$ cat config.mk
export PLATFORM = sky130hd
export DESIGN_NAME = divide
export DESIGN_NICKNAME = d
export VERILOG_FILES = /design/src/rtl/divide.sv
export SDC_FILE = /design/constraint.sdc
export NUM_CORES = 1
export LEC_CHECK = 0
export ABC_CLOCK_PERIOD_IN_PS = 5500
export BUFFER_PORTS_ARGS = -buffer_cell sky130_fd_sc_hd__buf_4
export CAP_MARGIN = 20
export CORE_ASPECT_RATIO = 1.25
export CORE_UTILIZATION = 28
export DETAILED_ROUTE_END_ITERATION = 8
export SYNTH_ARGS = -nofsm -noshare
export SYNTH_HDL_FRONTEND = slang
export SYNTH_SLANG_ARGS = --single-unit
$ cat constraint.sdc
create_clock -name clk -period 5.5 [get_ports clk]
set_clock_uncertainty 0.05 [all_clocks]
set_input_delay 0.825 -clock clk [delete_from_list [all_inputs] [get_ports clk]]
set_output_delay 0.825 -clock clk [all_outputs]
set_load 0.01 [all_outputs]
$ cat src/rtl/divide.sv
// Signed fixed-point divider: restoring shift-subtract on magnitudes, one bit per cycle,
// with saturation and a defined divide-by-zero result. Valid/ready handshake on both sides.
module divide #(
    parameter int W = 8,
    parameter int Q = 0
) (
    input  logic             clk,
    input  logic             rst,
    input  logic             s_stb,
    input  logic [2*W-1:0]   s_dat,
    output logic             s_rdy,
    input  logic             m_rdy,
    output logic             m_stb,
    output logic [2*W-1:0]   m_dat
);

    localparam int N  = W + Q;
    localparam int CW = $clog2(N + 1);

    localparam logic [N-1:0]        QPOS = N'((64'd1 << (W - 1)) - 64'd1);
    localparam logic [N-1:0]        QNEG = N'(64'd1 << (W - 1));
    localparam logic signed [W-1:0] SMAX = {1'b0, {(W-1){1'b1}}};
    localparam logic signed [W-1:0] SMIN = {1'b1, {(W-1){1'b0}}};

    typedef enum logic [1:0] {IDLE, CALC, DONE} state_t;

    state_t          state, state_nxt;
    logic [CW-1:0]   cnt;

    logic            neg_a, neg_b, zero_b;
    logic [N-1:0]    num;
    logic [W-1:0]    rem;
    logic [W-1:0]    den;

    logic signed [W-1:0] opa, opb;
    logic [W:0]          rem_sh;
    logic                ge;
    logic [W-1:0]        rem_nxt;
    logic [N-1:0]        num_nxt;

    // Unsigned W-bit magnitude; -2^(W-1) maps to 2^(W-1) without overflow.
    function automatic logic [W-1:0] mag(input logic signed [W-1:0] v);
        logic signed [W-1:0] n;
        n   = -v;
        mag = v[W-1] ? W'(n) : W'(v);
    endfunction

    // Apply signs, saturation and the divide-by-zero rule to the magnitude result.
    function automatic logic [2*W-1:0] pack(
        input logic          na,
        input logic          nb,
        input logic          zb,
        input logic [N-1:0]  qm,
        input logic [W-1:0]  rm
    );
        logic signed [W-1:0] q;
        logic signed [W-1:0] r;
        q = W'(qm);
        r = na ? -$signed(rm) : $signed(rm);
        if (zb) begin
            q = na ? SMIN : SMAX;
            r = '0;
        end else if (na ^ nb) begin
            if (qm > QNEG) begin
                q = SMIN;
                r = '0;
            end else begin
                q = -$signed(W'(qm));
            end
        end else if (qm > QPOS) begin
            q = SMAX;
            r = '0;
        end
        pack = {r, q};
    endfunction

    assign opa = s_dat[0+:W];
    assign opb = s_dat[W+:W];

    assign s_rdy = (state == IDLE);
    assign m_stb = (state == DONE);

    // One restoring step: bring down the next dividend bit, subtract if it fits.
    always_comb begin
        rem_sh  = {rem, num[N-1]};
        ge      = (rem_sh >= {1'b0, den});
        rem_nxt = ge ? W'(rem_sh - {1'b0, den}) : rem_sh[W-1:0];
        num_nxt = {num[N-2:0], ge};
    end

    always_ff @(posedge clk or negedge rst) begin
        if (!rst) begin
            state <= IDLE;
        end else begin
            state <= state_nxt;
        end
    end

    always_comb begin
        state_nxt = state;
        case (state)
            IDLE:    if (s_stb) state_nxt = CALC;
            CALC:    if (cnt == CW'(1)) state_nxt = DONE;
            DONE:    if (m_rdy) state_nxt = IDLE;
            default: state_nxt = IDLE;
        endcase
    end

    always_ff @(posedge clk or negedge rst) begin
        if (!rst) begin
            cnt   <= '0;
            m_dat <= '0;
        end else begin
            case (state)
                IDLE: if (s_stb) cnt <= CW'(N);
                CALC: begin
                    cnt <= cnt - CW'(1);
                    if (cnt == CW'(1))
                        m_dat <= pack(neg_a, neg_b, zero_b, num_nxt, rem_nxt);
                end
                default: ;
            endcase
        end
    end

    // Operand datapath: loaded at accept, advanced once per CALC cycle.
    always_ff @(posedge clk) begin
        if (state == IDLE && s_stb) begin
            neg_a  <= opa[W-1];
            neg_b  <= opb[W-1];
            zero_b <= (opb == '0);
            num    <= N'(mag(opa)) << Q;
            den    <= mag(opb);
            rem    <= '0;
        end else if (state == CALC) begin
            num    <= num_nxt;
            rem    <= rem_nxt;
        end
    end

endmodule

==> impl_results.md <==
- Worst-Skew Late Latency: 0.29 ns
- Setup slack, reg-to-reg: 2.12 ns
- Setup tns final: 0 ns
- Vias in the first global route: 2,479
- Initial antenna violation count: 0
- Comb power frac: 0.533
- # Max-Cap Violations: 0
- Post-route ant nets: 0
- Site Rows: 42
- Syn_nets: 376
- Routed wire length: 6870 um
- TritonCTS clock tree: done
- Synth top area share: 0.184
- First-pass GRT wire length: 11,400 um
- Leak: 1.58 nW
- Top post-synthesis cells by area: edfxtp_1 (18%), dfrtp_1 (18%), ha_1 (5.2%)
- CTS Sinks: 49
- Switching part of the total power: 0.434
- Asr flop ratio synth: 0.449
- Post-layout nets: 407
- Inserted Diodes: 0
- CTS buffer count: 5
- Flop pwr share: 0.321
- Final hold viol count: 0
- Yosys warnings: 0
- Syn avg cell area: 9.07 um2
- Post-synthesis register bit count: 49
- Critical path data arrival time: 3.56 ns
- Crit-path max FO: 23
- Synth-to-Final Area Change: 17.8%
- Yosys cell types: 50
- Crit path required time: 5.68 ns
- Ports: 38
- Total power: 2.22 mW
- Cell taking the most area after synthesis: edfxtp_1
- Root buffer cell: clkbuf_16
- Largest net degree at the start of global routing: 27
- Die H: 120 um
- Synthesized cell area: 3100 um2
- DIE WIDTH: 96.1 um
- Tightest Hold Check Type: input pin to async pin
- Routed vias: 2,595
- CTS Buffer Depth: 2
- Element type at the critical path start: flop
- F_max: 296 MHz
- Outcome: finished, final reports clean
- Core ar.: 10,700 um2
- Met3 usage: 0.0171
- Pre-Repair DR Iteration Count: 4
- Critical path class: flop to flop
- Initial Util: 0.291
- Crit. Startpoint: num[7]
- Crit end category: flop
- Fin crit period: 3.38 ns
- Reg2Reg Depth: 13
- Max Slew Vio Count: 0
- Hpwl dp: 5310 um
- Most used DFF post-synth: dfrtp_1
- Cells after Synth: 342
- GRT Overall Usage: 0.127
- Internal power: 1.26 mW
- CP max stage cell: edfxtp_1
- Top cell by count, worst path: ha_1
- Period utilisation layout: 0.614
- Psw: 0.964 mW
- Slew @ Worst Pin: 0.869 ns
- Clock transition at path regs: 0.07 ns
- Post-synth EDFFs: 19
- Layout cells sized above 1: 0.142
- Clock network power share: 0.146
- Sequential area share after synthesis: 0.413
- Crit-path leading delay family: compound AO/OA/AOI/OAI gates
- Drt via density: 5.13
- Total gr overflow: 0
- DR WL/cell: 13.6 um
- RSZ-0062 raised after global routing: false
- Reg-to-reg startpoint: num[7]
- Worst r2r dst: m_dat[2]
- Drt drc: 0
- GR Util met2: 0.217
- CTS resizes: 0
- Top-count cell post-synth: nand2_1
- Worst slew margin: 0.419
- CP cell instances: inv_1 > ha_1 > nand2b_1 > a31oi_1 > o31ai_4 > buf_4 > inv_2 > ha_1 > nand3_1 > o21ai_1 > nand2_1 > o311ai_0 > a22o_1
- Hold Buf Count CTS: 0
- Synth cell count leaders: nand2_1 (32), o21ai_0 (29), inv_1 (27)
- Starting DRC count in detailed routing: 166
- CTS H-Tree Depth: 2
- Die area: 11,500 um2
- Port bufs: 37
- Setup Viol. Count Final: 0
- Met1 Use GR: 0.157
- Worst vdd ir: 0.193 mV
- CP Buf/Inv Count: 3
- RD Place Congestion: 0.918
- Crit path largest cell delay: 0.44 ns
- Power Dens Cells: 608 nW/um2
- GRT Max-Usage Layer: met2
- Post-CTS Setup Bufs: 0
## layer usage
metal,vias up,routed length [um],share of wire
met1,1246,3090,0.45
li1,1279,-,-
met5,-,0,0
met4,0,162,0.024
met2,57,3400,0.49
met3,13,219,0.032
## cells by family after synthesis
kind of cell               Yosys count  share of synthesized area
AOI/OAI and AO/OA                  100                      0.205
xor gates and xnor gates            31                     0.0876
DFF                                 49                      0.413
adders and majority gates           14                     0.0589
and+or+nand+nor                     98                      0.156
buffers and inverters               42                     0.0525
muxes                                8                     0.0266
## how the worst max path moves through the flow
stage | endpoint | slack, ns | depth (start not counted)
final | m_dat[2] | 2.12 | 13
after global placement | m_dat[2] | 2.22 | 13
after detailed placement | m_dat[2] | 2.14 | 13
after CTS | m_dat[2] | 2.14 | 13
after global routing | m_dat[8] | 1.85 | 13
after floorplan | m_dat[7] | 2.71 | 12
## layout by cell type, fill, tap and decap left out, types with 5 or more instances in the layout
cell type and n:
nor2_1 18, clkbuf_16 6, xor2_1 14, buf_4 38, nand2_1 32, o21ai_0 29, a21oi_1 19, ha_1 13
nor3_1 8, nand2b_1 9, o31ai_1 5, a22o_1 8, mux2i_1 6, xnor2_1 17, nand3_1 15, edfxtp_1 19
inv_1 27, o21ai_1 13, dfrtp_1 22, dfxtp_1 8
## power groups by stage
stage               clock network, mW  registers [mW]  logic [mW]
floorplan                           0           0.679       0.885
global placement                    0           0.713        1.17
detailed placement                  0           0.717        1.19
CTS                             0.331           0.709        1.19
global route                    0.347           0.735        1.32
finish                          0.325           0.712        1.18
## flip-flops by register name, indices dropped and copies added (netlist names)
name / cells
neg_a: 1
neg_b: 1
cnt: 4
zero_b: 1
den: 8
rem: 8
state: 2
m_dat: 16
num: 8
## through the flow
step	area [um2]	cells	setup WS [ns]	hold WS, ns	util
2_1_floorplan	3100	342	2.71	0.395	-
6_report	3650	506	2.12	0.362	0.342
3_5_place_dp	3490	498	2.14	0.422	0.327
5_1_grt	3650	506	1.85	0.382	0.342
4_1_cts	3650	506	2.14	0.374	0.342
3_3_place_gp	3490	498	2.22	0.412	0.327
## final cells by class
cell class,instances,area (um2)
flip-flops and latches,49,1280
well taps,132,165
fillers,1088,7020
clock buffers,7,154
repair buffers,38,285
multi-input cells,251,1660
inverters,28,105
clock inverters,1,5.00
Power figures use the tool's default switching activity.
